## src/rtl/uart_tanh_sequencer_pkg.sv

```systemverilog
// tanh_uart_pkg: state encoding and framing bytes shared by the tanh UART sequencer.
package tanh_uart_pkg;
   typedef enum logic [2:0] {IDLE, RX_OP, START, WAIT_CORE, TX_SEND, TX_GAP} state_e;
   localparam logic [7:0] HDR_REQ = 8'hA5;
   localparam logic [7:0] HDR_RSP = 8'h5A;
   localparam logic [7:0] NAK     = 8'h15;
endpackage

```

## src/rtl/uart_tanh_sequencer_if.sv

```systemverilog
// uart_tanh_sequencer_if: UART byte handshake and tanh core signals seen by the sequencer.
interface uart_tanh_sequencer_if #(parameter int DATA_W = 16);
   logic [7:0]        rx_data;
   logic              rx_enable;
   logic [7:0]        tx_data;
   logic              tx_enable;
   logic              tx_ready;
   logic              cordic_start;
   logic [DATA_W-1:0] cordic_x;
   logic              cordic_done;
   logic [DATA_W-1:0] cordic_result;
   logic              busy;
   logic [1:0]        err;
   modport master (
      input  rx_data, rx_enable, tx_ready, cordic_done, cordic_result,
      output tx_data, tx_enable, cordic_start, cordic_x, busy, err
   );
   modport slave (
      output rx_data, rx_enable, tx_ready, cordic_done, cordic_result,
      input  tx_data, tx_enable, cordic_start, cordic_x, busy, err
   );
endinterface

```

## src/rtl/uart_tanh_sequencer_timeout_counter.sv

```systemverilog
// timeout_counter: saturating cycle counter with clear, enable and terminal-count flag.
module timeout_counter #(
   parameter int LIMIT = 4096
) (
   input  logic clk,
   input  logic resetn,
   input  logic clr_i,
   input  logic en_i,
   output logic tc_o
);
   localparam int W = $clog2(LIMIT) + 1;
   localparam logic [W-1:0] LIM = W'(LIMIT);
   logic [W-1:0] cnt_q, cnt_d;
   always_comb cnt_d = clr_i ? '0 : (en_i && cnt_q != LIM) ? cnt_q + 1'b1 : cnt_q;
   always_ff @(posedge clk or negedge resetn)
      if (!resetn) cnt_q <= '0;
      else cnt_q <= cnt_d;
   assign tc_o = cnt_q == LIM;
endmodule

```

## src/rtl/uart_tanh_sequencer.sv

```systemverilog
// uart_tanh_sequencer: collects a framed operand from UART bytes, runs the tanh core,
// and serialises a framed result (or a NAK on core timeout) back out.
module uart_tanh_sequencer
   import tanh_uart_pkg::*;
#(
   parameter int DATA_W       = 16,
   parameter int RX_TIMEOUT   = 100000,
   parameter int CORE_TIMEOUT = 4096
) (
   input logic clk,
   input logic resetn,
   uart_tanh_sequencer_if.master bus
);
   localparam int NB = DATA_W / 8;
   localparam int BW = $clog2(NB + 1);
   localparam int TW = $clog2(NB + 2);
   localparam logic [BW-1:0] LAST_B = BW'(NB - 1);
   localparam logic [TW-1:0] LAST_T = TW'(NB + 1);

   state_e            state_q, state_d;
   logic [BW-1:0]     byte_cnt_q, byte_cnt_d;
   logic [TW-1:0]     tx_idx_q, tx_idx_d;
   logic [DATA_W-1:0] x_q, x_d, res_q, res_d;
   logic              nak_q, nak_d;
   logic [1:0]        err_q, err_d;
   logic              rx_tc, core_tc, tx_en;
   logic [7:0]        cur_byte;

   timeout_counter #(.LIMIT(RX_TIMEOUT)) u_rx_to (
      .clk(clk), .resetn(resetn),
      .clr_i(state_q != RX_OP || bus.rx_enable), .en_i(state_q == RX_OP), .tc_o(rx_tc)
   );

   timeout_counter #(.LIMIT(CORE_TIMEOUT)) u_core_to (
      .clk(clk), .resetn(resetn),
      .clr_i(state_q != WAIT_CORE), .en_i(state_q == WAIT_CORE), .tc_o(core_tc)
   );

   // Byte 0 is the header; result bytes leave from the top of the shift register.
   assign cur_byte = nak_q ? NAK : (tx_idx_q == '0) ? HDR_RSP : res_q[DATA_W-1 -: 8];

   always_comb begin
      state_d    = state_q;
      byte_cnt_d = byte_cnt_q;
      tx_idx_d   = tx_idx_q;
      x_d        = x_q;
      res_d      = res_q;
      nak_d      = nak_q;
      err_d      = err_q;
      tx_en      = 1'b0;
      case (state_q)
         IDLE:
            if (bus.rx_enable && bus.rx_data == HDR_REQ) begin
               state_d    = RX_OP;
               byte_cnt_d = '0;
               err_d      = '0;
            end
         RX_OP:
            if (bus.rx_enable) begin
               x_d        = DATA_W'({x_q, bus.rx_data});
               byte_cnt_d = byte_cnt_q + 1'b1;
               state_d    = (byte_cnt_q == LAST_B) ? START : RX_OP;
            end else if (rx_tc) begin
               state_d  = IDLE;
               err_d[0] = 1'b1;
            end
         START: state_d = WAIT_CORE;
         WAIT_CORE:
            if (bus.cordic_done) begin
               res_d    = bus.cordic_result;
               tx_idx_d = '0;
               nak_d    = 1'b0;
               state_d  = TX_SEND;
            end else if (core_tc) begin
               err_d[1] = 1'b1;
               tx_idx_d = '0;
               nak_d    = 1'b1;
               state_d  = TX_SEND;
            end
         TX_SEND:
            if (bus.tx_ready) begin
               tx_en    = 1'b1;
               tx_idx_d = tx_idx_q + 1'b1;
               res_d    = (tx_idx_q == '0) ? res_q : res_q << 8;
               state_d  = TX_GAP;
            end
         TX_GAP: state_d = (nak_q || tx_idx_q == LAST_T) ? IDLE : TX_SEND;
         default: state_d = IDLE;
      endcase
   end

   always_ff @(posedge clk or negedge resetn)
      if (!resetn) begin
         state_q    <= IDLE;
         byte_cnt_q <= '0;
         tx_idx_q   <= '0;
         x_q        <= '0;
         res_q      <= '0;
         nak_q      <= 1'b0;
         err_q      <= '0;
      end else begin
         state_q    <= state_d;
         byte_cnt_q <= byte_cnt_d;
         tx_idx_q   <= tx_idx_d;
         x_q        <= x_d;
         res_q      <= res_d;
         nak_q      <= nak_d;
         err_q      <= err_d;
      end

   assign bus.tx_enable    = tx_en;
   assign bus.tx_data      = (state_q == TX_SEND) ? cur_byte : 8'h00;
   assign bus.cordic_start = state_q == START;
   assign bus.cordic_x     = x_q;
   assign bus.busy         = state_q != IDLE;
   assign bus.err          = err_q;
endmodule

```

## src/flat_wrapper.sv

```systemverilog
// flat-port wrapper written by rule: the top's interface ports become plain ports
module uart_tanh_sequencer_flat import tanh_uart_pkg::*;
#(
   parameter int DATA_W       = 16,
   parameter int RX_TIMEOUT   = 100000,
   parameter int CORE_TIMEOUT = 4096
)
  (clk, resetn, bus_rx_data, bus_rx_enable, bus_tx_ready, bus_cordic_done, bus_cordic_result, bus_tx_data, bus_tx_enable, bus_cordic_start, bus_cordic_x, bus_busy, bus_err);
  uart_tanh_sequencer_if #(.DATA_W(DATA_W)) bus_i ();
  input logic clk;
  input logic resetn;
  input wire logic [$bits(bus_i.rx_data)-1:0] bus_rx_data;
  input wire logic [$bits(bus_i.rx_enable)-1:0] bus_rx_enable;
  input wire logic [$bits(bus_i.tx_ready)-1:0] bus_tx_ready;
  input wire logic [$bits(bus_i.cordic_done)-1:0] bus_cordic_done;
  input wire logic [$bits(bus_i.cordic_result)-1:0] bus_cordic_result;
  output wire logic [$bits(bus_i.tx_data)-1:0] bus_tx_data;
  output wire logic [$bits(bus_i.tx_enable)-1:0] bus_tx_enable;
  output wire logic [$bits(bus_i.cordic_start)-1:0] bus_cordic_start;
  output wire logic [$bits(bus_i.cordic_x)-1:0] bus_cordic_x;
  output wire logic [$bits(bus_i.busy)-1:0] bus_busy;
  output wire logic [$bits(bus_i.err)-1:0] bus_err;
  assign bus_i.rx_data = bus_rx_data;
  assign bus_i.rx_enable = bus_rx_enable;
  assign bus_i.tx_ready = bus_tx_ready;
  assign bus_i.cordic_done = bus_cordic_done;
  assign bus_i.cordic_result = bus_cordic_result;
  assign bus_tx_data = bus_i.tx_data;
  assign bus_tx_enable = bus_i.tx_enable;
  assign bus_cordic_start = bus_i.cordic_start;
  assign bus_cordic_x = bus_i.cordic_x;
  assign bus_busy = bus_i.busy;
  assign bus_err = bus_i.err;
  uart_tanh_sequencer #(.DATA_W(DATA_W), .RX_TIMEOUT(RX_TIMEOUT), .CORE_TIMEOUT(CORE_TIMEOUT)) u_core (.clk(clk), .resetn(resetn), .bus(bus_i));
endmodule
```

## config.mk

```make
export PLATFORM = sky130hd
export DESIGN_NAME = uart_tanh_sequencer_flat
export DESIGN_NICKNAME = d
export VERILOG_FILES = /design/src/rtl/uart_tanh_sequencer_pkg.sv /design/src/rtl/uart_tanh_sequencer_if.sv /design/src/rtl/uart_tanh_sequencer_timeout_counter.sv /design/src/rtl/uart_tanh_sequencer.sv /design/src/flat_wrapper.sv
export SDC_FILE = /design/constraint.sdc
export NUM_CORES = 1
export LEC_CHECK = 0
export ABC_CLOCK_PERIOD_IN_PS = 1700
export CORE_AREA = 8 8 105 107
export DETAILED_ROUTE_END_ITERATION = 12
export DIE_AREA = 0 0 113 115
export PLACE_DENSITY = 0.7
export SYNTH_ARGS = -nofsm -noshare
export SYNTH_HDL_FRONTEND = slang
export SYNTH_SLANG_ARGS = --single-unit
export TNS_END_PERCENT = 10
```

## constraint.sdc

```tcl
create_clock -name clk -period 1.7 [get_ports clk]
set_input_delay 0.51 -clock clk [delete_from_list [all_inputs] [get_ports clk]]
set_output_delay 0.51 -clock clk [all_outputs]
set_load 0.02 [all_outputs]
```

# == Yosys cells after proc, flatten, opt, wreduce, memory -nomap -nowiden ==
# Cells that the tools add are included.
# word_totals
ff_bits,73
inputBits,29
out_inout_bits,29
wordCells,97
# op_classes
add_sub_neg,4
eq_ne,25
mux,36
n_reduce_logical,22
# op_table
operator,count
2-to-1 mux 16 bit,3
2-to-1 mux 18 bit,2
one-hot mux 16 bit (2 select lines),1
2-to-1 mux 13 bit,2
2-to-1 mux 8 bit,3
2-to-1 mux 3 bit,7
adder 18 x 1 -> 18 bit (second input constant),1
== test 18 x 17 -> 1 bit (second input constant),1
inequality test 18 x 17 -> 1 bit (second input constant),1
one-hot mux 3 bit (6 select lines),1
AND reduction 4 bit,4
adder 13 x 1 -> 13 bit (second input constant),1
== test 13 bit (second input constant),1
inequality test 13 bit (second input constant),1
2-to-1 mux 2 bit,6
inequality test 2 bit (second input constant),6
nonzero test 2 bit,6
inequality test 3 x 2 -> 1 bit (second input constant),3
== test 8 bit (second input constant),1
one-hot mux 2 bit (2 select lines),2
2-to-1 mux 1 bit,7
== test 3 x 2 -> 1 bit (second input constant),2
== test 3 bit (second input constant),2
inequality test 2 x 1 -> 1 bit (second input constant),3
other kinds (13),20

# == Longest topological paths before layout ==
# depth
word_depth,4
depth_mapped,8
mapped_depth_nobuf,6

# == Cells and area by module ==
# A second synthesis with hierarchy kept.
# unflattened
cells_unflattened,396
area_unflattened_um2,3752.3
# modules_own_cells
mod,instances,cells_per_inst,area_each_um2,seq_area_each_um2
uart_tanh_sequencer,1,215,1996.9,1051.0
timeout_counter at u_core.u_rx_to,1,102,989.7,450.4
timeout_counter at u_core.u_core_to,1,79,765.7,325.3

# == Worst setup path after synthesis ==
# No wires, ideal clock.
# synth_timing
path_type,register to output
start,register u_core.state_q[0]
end,output port bus_tx_data[5]
arrival_time_ns,1.738
t_required_ns,1.190
slack_ns,-0.548
stages_incl_launch_ff,4
path_buffers,1
cell_sequence,dfrtp_1 > or3b_1 > clkbuf_1 > nor4b_1
# synth_between
elab_chain_len,2
# synth_lines
item,line_no,rtl
start: declaration,uart_tanh_sequencer.sv:20,"state_e state_q, state_d;"
start signal: assignment,uart_tanh_sequencer.sv:102,state_q <= state_d;
== test 3 bit,uart_tanh_sequencer.sv:112,assign bus.tx_data = (state_q == TX_SEND) ? cur_byte : 8'h00;
2-to-1 mux 8 bit,uart_tanh_sequencer.sv:112,
end: declaration,flat_wrapper.sv:17,output wire logic [$bits(bus_i.tx_data)-1:0] bus_tx_data;
# Every way passes these cells.

# == Final worst setup path ==
# Ends and elaborated chain as after synthesis.

==> results.cfg <==
[final_layout]
fillerInstances = 854
layout.cells.non_filler = 569
drive_gt1_frac = 0.262
final-seq-area_um2 = 1830
nets = 488
area_growth_pct = 37.1
final_common_cell = dfrtp_1
fin_area_um2 = 5000
multi_input_area_um2 = 1870
final_cell_mix = dfrtp_1, buf_4, nor2_1
fin_util = 0.529
antenna_cells = 0

[timing]
hold_viol = 0
min_period_ps = 2160
setup_violations = 11
hold_ws_ps = 68.6
rsz0062_at_grt = true
worstMarginPinSlew_ps = 507
slew_headroom = 0.661
fin_tns_setup_ps = -3870
fmax_mhz = 463
finClkSkew_ps = 8.56
setup_slack_ps = -458
fin_crit_sh = 1.27
maxSlewViolCount = 0

[grt]
grt_use_total = 0.136
grt_pass1_wl_um = 14300
grt_max_degree = 30
grt-ovfl-total = 0
antenna_found_initial = 0
grt_pass1_vias = 2955

[route]
drt_wl_total_um = 8910
drtPass1Iterations = 4
drt_iter0_markers = 150
vias = 2998
ant_nets = 0
drc = 0
vias_per_cell = 5.27
wl_per_cell_um = 15.7

[worst_setup_path]
startpoint_type = register
path_cells = or3b_4, nor4b_4, buf_4
regToRegEndpoint = u_core.res_q[3]
crit_start = u_core.state_q[0]
r2r-start = u_core.tx_idx_q[1]
end_kind = output pin
crit_slowest_cell = or3b_4
crit_arrival_ps = 1650
cp_max_fo = 5
worstRegToRegCells = 7
slowest_delay_ps = 480
crit_type = reg -> out
reg2reg_slack_ps = 0
cp.required_ps = 1190

[synthesis]
synth_warnings = 0
seq_area_frac_synth = 0.501
ys_ff_latch = 73
syn_area_per_cell_um2 = 10.3
synth-edff-count = 0
synth_top_area_frac = 0.501
synthCells = 354
synth_area_um2 = 3650
synthesis.nets = 390
yosys_most_used_dff = dfrtp_1
synth.area.top_cells = dfrtp_1, mux2_2, mux2i_1
async_flop_share = 1.00
ys_types = 48
yosys.area.top_type = dfrtp_1

[clock_network]
cts_tree = done
post_cts_buffers = 0
hold_buffers = 0
h-tree-depth = 3
clock_path_buffers = 2
cts.sinks = 73
worstSkewPairLatency_ps = 350
clockRootBuffer = clkbuf_8
clk_pin_slew_ps = 80
cts_buffers = 9

[placement]
portBuffers = 57
place_inst = 555
place_ws_ps = -630
hpwlAfterDp_um = 6410
dpl-instance-area_um2 = 4730
gp_congestion = 0.805

[run]
maxCapViolations = 0

[outcome]
status = complete, but fails checks
violations = negative setup slack

[power]
peakVddDrop_mv = 0.830
powerDensity_nw_per_um2 = 1400
power_mw = 7.00
leakagePower_nw = 2.17

[floorplan]
ioPinCount = 58
rows = 36
chipWidth_um = 113
fp.dieH_um = 115
die_area_um2 = 13000
start_util = 0.386
core_um2 = 9460

[hold_path]
worst_hold_path_type = in -> async
worst max-delay path: cells and delay by family, from the launching register on:
family / cells / cell delay (ps)
AND/OR/NAND/NOR: 2 / 710
flip-flops: 1 / 410
buffers and inverters: 1 / 180
logic make-up (layout without fill, tap and decap cells):
| group | count (synthesis) | count (layout) | synth area share |
|---|---|---|---|
| xor gates and xnor gates | 18 | 18 | 0.0432 |
| AOI/OAI and AO/OA | 55 | 55 | 0.0929 |
| muxes | 31 | 31 | 0.0905 |
| buffers and inverters | 30 | 130 | 0.0326 |
| and+or+nand+nor | 140 | 141 | 0.216 |
| adders and majority gates | 7 | 7 | 0.0240 |
| DFF | 73 | 73 | 0.501 |
power by group:
group / leakage [nW] / switching (mW) / internal, mW / total, mW
clock: 0.0934 / 0.631 / 0.809 / 1.44
combinational: 1.12 / 1.56 / 1.46 / 3.02
sequential: 0.954 / 0.335 / 2.21 / 2.54
total: 2.17 / 2.52 / 4.48 / 7.00
routing by layer:
metal	routed length (um)	GRT usage
met1	4090	0.166
met5	0	0
met3	369	0.0431
met4	112	0.0453
met2	4330	0.223
flip-flops by register name, indices dropped and copies added (netlist names):
name / flops
u_core.tx_idx_q: 2
u_core.res_q: 16
u_core.state_q: 3
u_core.byte_cnt_q: 2
u_core.nak_q: 1
u_core.u_core_to.cnt_q: 13
u_core.bus.cordic_x: 16
u_core.u_rx_to.cnt_q: 18
u_core.bus.err: 2
cell usage after synthesis (all sizes together) (7+ instances only):
cell / n
dfrtp: 73
nor2: 32
nand2: 26
o21ai: 21
mux2: 16
mux2i: 15
nand3: 15
clkbuf: 13
inv: 13
a21oi: 12
xor2: 11
a22o: 10
nor3: 9
nor4b: 9
and3: 7
ha: 7
xnor2: 7
cell type report:
| class | count | share of cell area |
|---|---|---|
| timing repair buffer | 103 | 0.182 |
| clock inverter | 5 | 0.0165 |
| multi-input combinational | 252 | 0.373 |
| tap | 114 | 0.0285 |
| clock buffer | 9 | 0.0248 |
| inverter | 13 | 0.00975 |
| sequential | 73 | 0.365 |
worst max-delay path by stage:
stage          depth (start not counted)             end  slack, ps
2_1_floorplan                          3  bus_tx_data[5]       -100
3_3_place_gp                           4  bus_tx_data[5]       -560
6_report                               3  bus_tx_data[5]       -460
3_5_place_dp                           5  bus_tx_data[1]       -630
5_1_grt                                3  bus_tx_data[5]       -510
4_1_cts                                4  bus_tx_data[5]       -480
repair_timing:
| action | in CTS | in global routing |
|---|---|---|
| pin swaps | 0 | 5 |
| gates resized for setup | 83 | 22 |
| endpoints found under the setup margin | 50 | 37 |
| cloned | 0 | 1 |
(Power assumes the default switching activity.)
